## src/rtl/absmem_pkg.sv

```systemverilog
// Shared definitions for the abstract-memory check sequencer:
// state encoding and default sizing.
package absmem_pkg;

    localparam logic [2:0] ST_IDLE_ENC    = 3'd0;
    localparam logic [2:0] ST_ISSUE_ENC   = 3'd1;
    localparam logic [2:0] ST_RUN_ENC     = 3'd2;
    localparam logic [2:0] ST_COMPARE_ENC = 3'd3;
    localparam logic [2:0] ST_DONE_ENC    = 3'd4;

    typedef enum logic [2:0] {
        ST_IDLE    = ST_IDLE_ENC,
        ST_ISSUE   = ST_ISSUE_ENC,
        ST_RUN     = ST_RUN_ENC,
        ST_COMPARE = ST_COMPARE_ENC,
        ST_DONE    = ST_DONE_ENC
    } state_t;

    localparam int DEFAULT_MAX_CYCLES = 16;
    localparam int DEFAULT_CW         = 5;

endpackage

```

## src/rtl/absmem_seq_if.sv

```systemverilog
// Control/result bundle between the check sequencer (slave) and the
// bench/property layer plus abstract memory (master).
interface absmem_seq_if #(
    parameter int CW = absmem_pkg::DEFAULT_CW
);
    logic          start;
    logic          vlg_commit;
    logic          ila_commit;
    logic          equal;
    logic          read_assume_true;
    logic          issue;
    logic          compare;
    logic          vlg_stall;
    logic          ila_stall;
    logic          done;
    logic          pass;
    logic          timeout;
    logic          vacuous;
    logic [CW-1:0] cycle_cnt;

    modport master (
        output start, vlg_commit, ila_commit, equal, read_assume_true,
        input  issue, compare, vlg_stall, ila_stall, done, pass, timeout,
               vacuous, cycle_cnt
    );

    modport slave (
        input  start, vlg_commit, ila_commit, equal, read_assume_true,
        output issue, compare, vlg_stall, ila_stall, done, pass, timeout,
               vacuous, cycle_cnt
    );
endinterface

```

## src/rtl/absmem_commit_flag.sv

```systemverilog
// Sticky per-side commit flag; its registered value doubles as the stall.
module absmem_commit_flag (
    input  logic clk,
    input  logic rst_n,
    input  logic clr,
    input  logic en,
    input  logic commit,
    output logic done
);
    logic done_q;
    logic done_d;

    always_comb begin
        done_d = done_q;
        if (clr) begin
            done_d = 1'b0;
        end else if (en && commit) begin
            done_d = 1'b1;
        end
    end

    always_ff @(posedge clk or negedge rst_n) begin
        if (!rst_n) begin
            done_q <= 1'b0;
        end else begin
            done_q <= done_d;
        end
    end

    assign done = done_q;
endmodule

```

## src/rtl/absmem_seq.sv

```systemverilog
// Refinement-check sequencer: arms the abstract memory, waits for both
// sides to commit (or time out), strobes compare and latches the verdict.
module absmem_seq
    import absmem_pkg::*;
#(
    parameter int MAX_CYCLES = DEFAULT_MAX_CYCLES,
    parameter int CW         = DEFAULT_CW
) (
    input logic         clk,
    input logic         rst_n,
    absmem_seq_if.slave bus
);
    localparam logic [CW-1:0] CNT_MAX  = CW'(MAX_CYCLES);
    localparam logic [CW-1:0] CNT_LAST = CW'(MAX_CYCLES - 1);

    state_t        state_q, state_d;
    logic          issue_q, issue_d;
    logic          compare_q, compare_d;
    logic          done_q, done_d;
    logic          pass_q, pass_d;
    logic          timeout_q, timeout_d;
    logic          vacuous_q, vacuous_d;
    logic [CW-1:0] cnt_q, cnt_d;

    logic vlg_done;
    logic ila_done;
    logic both_done;
    logic flag_clr;
    logic flag_en;

    // The live commit strobes count too, so the last commit moves straight to COMPARE.
    assign both_done = (vlg_done | bus.vlg_commit) & (ila_done | bus.ila_commit);
    assign flag_en   = (state_q == ST_RUN);

    always_comb begin
        state_d   = state_q;
        pass_d    = pass_q;
        timeout_d = timeout_q;
        vacuous_d = vacuous_q;
        cnt_d     = cnt_q;

        case (state_q)
            ST_IDLE: begin
                if (bus.start) state_d = ST_ISSUE;
            end
            ST_ISSUE: begin
                state_d = ST_RUN;
            end
            ST_RUN: begin
                cnt_d = (cnt_q == CNT_MAX) ? cnt_q : cnt_q + CW'(1);
                if (both_done) begin
                    state_d = ST_COMPARE;
                end else if (cnt_q == CNT_LAST) begin
                    state_d   = ST_DONE;
                    timeout_d = 1'b1;
                end
            end
            ST_COMPARE: begin
                pass_d  = bus.equal;
                state_d = ST_DONE;
            end
            ST_DONE: begin
                if (!bus.start) state_d = ST_IDLE;
            end
            default: begin
                state_d = ST_IDLE;
            end
        endcase

        if ((state_q == ST_RUN || state_q == ST_COMPARE) && !bus.read_assume_true) begin
            vacuous_d = 1'b1;
        end

        // Results are wiped on entry to IDLE or ISSUE so both states present all zeros.
        flag_clr = (state_d == ST_IDLE) || (state_d == ST_ISSUE);
        if (flag_clr) begin
            pass_d    = 1'b0;
            timeout_d = 1'b0;
            vacuous_d = 1'b0;
            cnt_d     = '0;
        end

        issue_d   = (state_d == ST_ISSUE);
        compare_d = (state_d == ST_COMPARE);
        done_d    = (state_d == ST_DONE);
    end

    always_ff @(posedge clk or negedge rst_n) begin
        if (!rst_n) begin
            state_q   <= ST_IDLE;
            issue_q   <= 1'b0;
            compare_q <= 1'b0;
            done_q    <= 1'b0;
            pass_q    <= 1'b0;
            timeout_q <= 1'b0;
            vacuous_q <= 1'b0;
            cnt_q     <= '0;
        end else begin
            state_q   <= state_d;
            issue_q   <= issue_d;
            compare_q <= compare_d;
            done_q    <= done_d;
            pass_q    <= pass_d;
            timeout_q <= timeout_d;
            vacuous_q <= vacuous_d;
            cnt_q     <= cnt_d;
        end
    end

    absmem_commit_flag u_vlg_flag (
        .clk    (clk),
        .rst_n  (rst_n),
        .clr    (flag_clr),
        .en     (flag_en),
        .commit (bus.vlg_commit),
        .done   (vlg_done)
    );

    absmem_commit_flag u_ila_flag (
        .clk    (clk),
        .rst_n  (rst_n),
        .clr    (flag_clr),
        .en     (flag_en),
        .commit (bus.ila_commit),
        .done   (ila_done)
    );

    assign bus.issue     = issue_q;
    assign bus.compare   = compare_q;
    assign bus.vlg_stall = vlg_done;
    assign bus.ila_stall = ila_done;
    assign bus.done      = done_q;
    assign bus.pass      = pass_q;
    assign bus.timeout   = timeout_q;
    assign bus.vacuous   = vacuous_q;
    assign bus.cycle_cnt = cnt_q;
endmodule

```

## src/flat_wrapper.sv

```systemverilog
// flat-port wrapper written by rule: the top's interface ports become plain ports
module absmem_seq_flat import absmem_pkg::*;
#(
    parameter int MAX_CYCLES = DEFAULT_MAX_CYCLES,
    parameter int CW         = DEFAULT_CW
)
  (clk, rst_n, bus_start, bus_vlg_commit, bus_ila_commit, bus_equal, bus_read_assume_true, bus_issue, bus_compare, bus_vlg_stall, bus_ila_stall, bus_done, bus_pass, bus_timeout, bus_vacuous, bus_cycle_cnt);
  absmem_seq_if #(.CW(CW)) bus_i ();
  input logic clk;
  input logic rst_n;
  input wire logic [$bits(bus_i.start)-1:0] bus_start;
  input wire logic [$bits(bus_i.vlg_commit)-1:0] bus_vlg_commit;
  input wire logic [$bits(bus_i.ila_commit)-1:0] bus_ila_commit;
  input wire logic [$bits(bus_i.equal)-1:0] bus_equal;
  input wire logic [$bits(bus_i.read_assume_true)-1:0] bus_read_assume_true;
  output wire logic [$bits(bus_i.issue)-1:0] bus_issue;
  output wire logic [$bits(bus_i.compare)-1:0] bus_compare;
  output wire logic [$bits(bus_i.vlg_stall)-1:0] bus_vlg_stall;
  output wire logic [$bits(bus_i.ila_stall)-1:0] bus_ila_stall;
  output wire logic [$bits(bus_i.done)-1:0] bus_done;
  output wire logic [$bits(bus_i.pass)-1:0] bus_pass;
  output wire logic [$bits(bus_i.timeout)-1:0] bus_timeout;
  output wire logic [$bits(bus_i.vacuous)-1:0] bus_vacuous;
  output wire logic [$bits(bus_i.cycle_cnt)-1:0] bus_cycle_cnt;
  assign bus_i.start = bus_start;
  assign bus_i.vlg_commit = bus_vlg_commit;
  assign bus_i.ila_commit = bus_ila_commit;
  assign bus_i.equal = bus_equal;
  assign bus_i.read_assume_true = bus_read_assume_true;
  assign bus_issue = bus_i.issue;
  assign bus_compare = bus_i.compare;
  assign bus_vlg_stall = bus_i.vlg_stall;
  assign bus_ila_stall = bus_i.ila_stall;
  assign bus_done = bus_i.done;
  assign bus_pass = bus_i.pass;
  assign bus_timeout = bus_i.timeout;
  assign bus_vacuous = bus_i.vacuous;
  assign bus_cycle_cnt = bus_i.cycle_cnt;
  absmem_seq #(.MAX_CYCLES(MAX_CYCLES), .CW(CW)) u_core (.clk(clk), .rst_n(rst_n), .bus(bus_i));
endmodule
```

## config.mk

```make
export PLATFORM = sky130hd
export DESIGN_NAME = absmem_seq_flat
export DESIGN_NICKNAME = d
export VERILOG_FILES = /design/src/rtl/absmem_pkg.sv /design/src/rtl/absmem_seq_if.sv /design/src/rtl/absmem_commit_flag.sv /design/src/rtl/absmem_seq.sv /design/src/flat_wrapper.sv
export SDC_FILE = /design/constraint.sdc
export NUM_CORES = 1
export LEC_CHECK = 0
export ABC_AREA = 1
export BUFFER_PORTS_ARGS = -buffer_cell sky130_fd_sc_hd__buf_2
export CAP_MARGIN = 20
export CORE_MARGIN = 5
export CORE_UTILIZATION = 45
export CTS_CLUSTER_DIAMETER = 150
export DETAILED_ROUTE_END_ITERATION = 12
export MAX_ROUTING_LAYER = met4
export PLACE_DENSITY = 0.84
export SLEW_MARGIN = 20
export SYNTH_ARGS = -nofsm -noshare
export SYNTH_HDL_FRONTEND = slang
export SYNTH_SLANG_ARGS = --single-unit
```

## constraint.sdc

```tcl
create_clock -name clk -period 1.3 [get_ports clk]
set_input_delay 0.195 -clock clk [delete_from_list [all_inputs] [get_ports clk]]
set_output_delay 0.195 -clock clk [all_outputs]
set_load 0.03 [all_outputs]
```

# Word-level counts from Yosys, hierarchy flattened
# Cells that the tools add are included.
[op_classes]
n_bitwise = 3
eq_ne = 11
addsub = 1
n_mux = 20
n_reduce_logical = 16
[ops]
columns = ["cell", "count"]
rows = [
  ["$mux 5", 3],
  ["$pmux 3 s5", 1],
  ["$mux 1", 12],
  ["$mux 3", 4],
  ["$reduce_bool 2->1", 6],
  ["$eq 3x2->1 const B", 3],
  ["$eq 3x1->1 const B", 2],
  ["$eq 3x3->1 const B", 2],
  ["$logic_not 3->1", 2],
  ["$add 5x1->5 const B", 1],
  ["$eq 5x4->1 const B", 1],
  ["$eq 5x5->1 const B", 1],
  ["$logic_and 1x1->1", 3],
  ["$reduce_and 3->1", 1],
  ["$logic_or 1x1->1", 2],
  ["$ne 2x1->1 const B", 1],
  ["$ne 2x2->1 const B", 1],
  ["$or 1x1->1", 2],
  ["$reduce_and 2->1", 1],
  ["$and 1x1->1", 1],
  ["$logic_not 1->1", 1],
]
[totals]
wordCells = 61
out_inout_bits = 13
regBits = 16

# Logic depth before layout (Yosys ltp)
[logic_depth]
depth_word = 8
depth_mapped = 11
mapped_depth_nobuf = 11

# Hierarchy
# From an unflattened synthesis, not the netlist that was laid out.
[hier_totals]
cells_unflattened = 101
area_unflattened_um2 = 887.1
[modules_own_cells]
columns = ["module", "cells_per_inst", "area_each_um2", "instances", "seq_area_each_um2"]
rows = [
  ["absmem_seq", 93, 804.5, 1, 350.3],
  ["absmem_commit_flag", 4, 41.3, 2, 25.0],
]

# Worst setup path before layout
# Ideal clock, no wire load.
[synth_timing]
path_type = "reg-to-reg"
start = "register u_core.cnt_q[1], in the netlist u_core.bus.cycle_cnt[1]"
end = "register u_core.cnt_q[0], in the netlist u_core.bus.cycle_cnt[0]"
stages_incl_launch_ff = 12
t_arrival_ps = 1613
setup_time_ps = 123
path_slack_ps = -437
t_required_ps = 1177
synth_period_minus_slack_ps = 1737
path_cell_list = "dfrtp_1 > ha_1 > inv_1 > nor3_1 > ha_1 > inv_1 > nand2_1 > nand2_1 > nand2_4 > nand2_4 > nor2_4 > nor2_1"
[synth_between]
elab_chain_cells = 8
word_cells_on_any_way = 12
classes_between = "eq/ne: 4; mux: 4; reduce/logical: 4"
[synth_lines]
columns = ["item", "line", "source"]
rows = [
  ["from (decl)", "absmem_seq.sv:23", "logic [CW-1:0] cnt_q, cnt_d;"],
  ["from (signal assigned)", "absmem_seq.sv:106", "cnt_q <= cnt_d;"],
  ["$eq 5x4->1 (*)", "absmem_seq.sv:53", "end else if (cnt_q == CNT_LAST) begin"],
  ["$mux 3 (*)", "absmem_seq.sv:53", ""],
  ["$mux 3 (*)", "absmem_seq.sv:51", "if (both_done) begin"],
  ["$pmux 3 s5 (*)", "absmem_seq.sv:42", "case (state_q)"],
  ["via u_core.state_d[1]", "absmem_seq.sv:16", "state_t state_q, state_d;"],
  ["$eq 3x1->1 / $logic_not 3->1 (equally long branches)", "absmem_seq.sv:75", "flag_clr = (state_d == ST_IDLE) || (state_d == ST_ISSUE);"],
  ["$logic_or 1x1->1 (*)", "absmem_seq.sv:75", ""],
  ["$ne 2x1->1 (no source line) / $reduce_bool 2->1 (equally long branches)", "n/a", ""],
  ["$reduce_and 2->1 (no source line)", "n/a", ""],
]
# The timed path passes the listed nets; every way through them passes the cells marked *.
# A chain may end at the register's enable or synchronous reset.

# Worst setup path in the final report
[layout_timing]
start = "register u_core.cnt_q[0], in the netlist u_core.bus.cycle_cnt[0]"
end = "register u_core.timeout_q, in the netlist u_core.bus.timeout"
[layout_between]
elab_chain_cells = 8
word_cells_on_any_way = 12
classes_between = "eq/ne: 3; mux: 4; reduce/logical: 5"
[layout_lines]
columns = ["item", "line", "source"]
rows = [
  ["$eq 5x4->1 (*)", "absmem_seq.sv:53", ""],
  ["$mux 3 (*)", "absmem_seq.sv:53", ""],
  ["$mux 3 (*)", "absmem_seq.sv:51", ""],
  ["$pmux 3 s5 (*)", "absmem_seq.sv:42", ""],
  ["via u_core.state_d[1]", "absmem_seq.sv:16", ""],
  ["$eq 3x1->1 / $logic_not 3->1 (equally long branches)", "absmem_seq.sv:75", ""],
  ["$logic_or 1x1->1 (*)", "absmem_seq.sv:75", ""],
  ["$ne 2x2->1 (no source line) / $reduce_bool 2->1 (equally long branches)", "n/a", ""],
  ["$reduce_and 3->1 (no source line)", "n/a", ""],
  ["to (signal assigned)", "absmem_seq.sv:104", "timeout_q <= timeout_d;"],
  ["to (decl)", "absmem_seq.sv:21", "logic timeout_q, timeout_d;"],
]
# Marks and branches as above.

==> results.toml <==
[finish]
diodes = 0
finish.utilization = 0.6797
fin_nets = 153
n_fill_cell = 140
areaGrowthSynthToFinish_pct = 44.09
multiInputGateArea_sq_um = 377.9
regArea_sq_um = 405.4
drive_above_1_share = 0.4507

[yosys]
synth.ff_latch_count = 16
yosys.area.top_type = "dfrtp_1"
synth-simple-area-share = 0.2857
yosys-top-cells-count = "inv_1 (18), nand2_1 (17), dfrtp_1 (16), nor2_1 (16), nand3_1 (9)"
yosysTopAreaCellShare = 0.4916
netlist_instances = 99
synth-xor-area-share = 0.01075
synth_top_family_by_area = "simple AND/OR/NAND/NOR gates"
seq_area_frac_synth = 0.4916
async_flop_share = 1.000
synth-edff-count = 0
synthMuxAreaShare = 0
synth_ff_type = "dfrtp_1"
avgSynthCellArea_sq_um = 8.228
synth_area_leaders = "dfrtp_1 (49%), inv_1 (8.3%), nand2_1 (7.8%)"
syn_nets = 109
synthDistinctLibCells = 20
synth_most_common_cell = "inv_1"
yosys.area_share.adder = 0.04608
syn_area_sq_um = 814.5
yosysWarnings = 0
synth_compound_area_frac = 0.06452

[pwr]
intPower_mw = 1.256
clkPwrFrac = 0.145
worst_ir_drop_vdd_mv = 1.426
power.switching_mw = 1.055
combPwrFrac = 0.541
switching_share = 0.4565
leakage_nw = 0.6240
power_density_nw_per_um2 = 1969
p_seq_frac = 0.314

[drt]
vias_per_cell = 4.892
dr.pass1.iters = 4
num_vias = 817
wl_per_cell_um = 13.05
ant_nets = 0
drt-initial-drc-count = 28
drt_wl_total_um = 2179
remaining_drc_errors = 0

[clock_tree]
cts-htree-levels = 1
cts.sinks = 16
cts_made_buffers = 3
ctsLongestPathBuffers = 2
clockRootBuffer = "clkbuf_4"
cts_tree = "yes"
clock_latency_ns = 0.29
cts.clk_slew.worst_paths_ns = 0.10

[sta]
max_freq_mhz = 638.0
maxSlewViolCount = 0
finalHoldViolations = 0
period_share = 1.206
tightest_slew_ns = 0.3503
slew_headroom = 0.7665
finalSetupViolations = 13
fin_ws_ns = -0.2673
setup_tns_ns = -2.987
post-route-min-period_ns = 1.567
clock_skew_ns = 0.005484
whs_ns = 0.1548
rsz0062_at_grt = "yes"

[worst_setup_path]
crit_type = "register to register"
start_kind = "register"
arrival_ns = 1.75
reg2reg_depth = 11
cp_max_fo = 5
crit_required_ns = 1.48
crit_path_end_kind = "register"

[placement]
portBuffers = 19
routabilityCongestion = 0.8862
dp_hpwl_um = 1464

[min_path]
min_path_type = "input port to register"
worstHoldPathCells = 4

[global_routing]
grt_pass1_vias = 816
grtUsageTotal = 0.1845
antenna_found_initial = 0
grt-ovfl-total = 0
grt_pass1_wl_um = 3567
grt_max_degree = 17

[floorplanning]
coreArea_sq_um = 1727
initial_core_util = 0.4717
dieArea_sq_um = 2761
io_pins = 20
die_w_um = 52.55
die_y_um = 52.55
rows = 15

[outcome]
violations = "negative setup slack"
status = "finished with violations"

[run]
maxCapViolations = 0
-- power by group through the flow --
stage                     clock (mW)  sequential [mW]  combinational [mW]
after CTS                      0.337            0.722                1.16
after detailed placement           0            0.730                1.06
after floorplan                    0            0.902               0.545
final                          0.334            0.726                1.25
after global placement             0            0.720                1.02
after global routing           0.381            0.743                1.36
-- what timing repair did --
item	in CTS	in global routing
buffers inserted	3	4
cloned	1	0
endpoints found under the hold margin	16	0
gates resized for setup	2	5
hold buffers	1	0
setup endpoints to repair	12	13
pin swaps	3	3
-- kinds of logic after synthesis --
group	count (synthesis)
flip-flops	16
buffers and inverters	20
AND/OR/NAND/NOR	50
AO/OA/AOI/OAI	9
XOR/XNOR	1
adder cells (fa/ha/maj)	3
-- layout by cell type, fill, tap and decap left out --
cell type,netlist,final
o21bai_1,1,1
clkbuf_4,0,3
buf_6,1,1
dlygate4sd3_1,0,1
a21oi_2,1,1
dfrtp_2,0,4
clkbuf_8,0,1
a21oi_1,2,2
nor2_1,16,14
buf_4,0,18
a31oi_1,1,1
buf_2,0,19
ha_2,0,1
dfrtp_1,16,12
nand2_1,17,15
inv_1,18,16
nand2_2,2,3
o21ai_0,4,4
ha_4,0,1
ha_1,3,1
nand2_4,2,3
nor3_2,0,1
nand4_1,1,1
nand3_1,9,9
xor2_1,1,1
nor2_2,1,3
nor2_4,1,2
inv_2,1,3
-- critical path, cell delays in order, from the launching register on --
cell and delay [ns]:
dfrtp_2 0.40, ha_4 0.14, inv_2 0.04, nor3_2 0.11, ha_2 0.23, inv_2 0.05, nand2_2 0.06, nand2_2 0.07
nand2_4 0.07, nand2_4 0.07, nor2_4 0.17, nor2_1 0.06
-- per-layer routing --
layer | track usage | routed length [um]
met5 | - | 0
met4 | 0.1021 | 40
met3 | 0.03419 | 93
met2 | 0.3202 | 1170
met1 | 0.1961 | 874
-- sequential cells by signal, indices dropped and copies added (netlist names) --
register and count:
u_core.bus.issue 1, u_core.u_vlg_flag.done 1, u_core.bus.vacuous 1, u_core.bus.compare 1, u_core.state_q 3, u_core.bus.pass 1, u_core.u_ila_flag.done 1, u_core.bus.done 1
u_core.bus.timeout 1, u_core.bus.cycle_cnt 5
-- path summary, 6_finish.rpt --
kind / start / to / slack (ns)
max: u_core.bus.cycle_cnt[0]$_DFFE_PN0P_ / u_core.bus.timeout$_DFFE_PN0P_ / -0.27
min: bus_read_assume_true / u_core.bus.vacuous$_DFFE_PN0P_ / 0.15
max reg2reg: u_core.bus.cycle_cnt[0]$_DFFE_PN0P_ / u_core.bus.timeout$_DFFE_PN0P_ / -0.27
min reg2reg: u_core.u_ila_flag.done$_DFFE_PN0P_ / u_core.u_ila_flag.done$_DFFE_PN0P_ / 0.54
max in group asynchronous: rst_n / u_core.bus.cycle_cnt[1]$_DFFE_PN0P_ / 0.69
min in group asynchronous: rst_n / u_core.bus.cycle_cnt[2]$_DFFE_PN0P_ / 0.34
-- metrics by stage --
stage	total power [mW]	area [sq um]	std cells	setup slack, ns
6_report	2.311	1174	167	-0.2673
4_1_cts	2.221	1137	164	-0.2235
5_1_grt	2.479	1174	167	-0.3558
2_1_floorplan	1.447	842.1	99	-0.2956
3_5_place_dp	1.794	1055	155	-0.2970
3_3_place_gp	1.745	1055	155	-0.2337
-- cell type report --
class                   count  area share
flip-flops and latches     16      0.3454
clock buffers               4     0.03092
well taps                  25     0.02665
repair buffers             39      0.2143
inverters                  19     0.06077
multi-input cells          64      0.3220
Power figures use the tool's default switching activity.
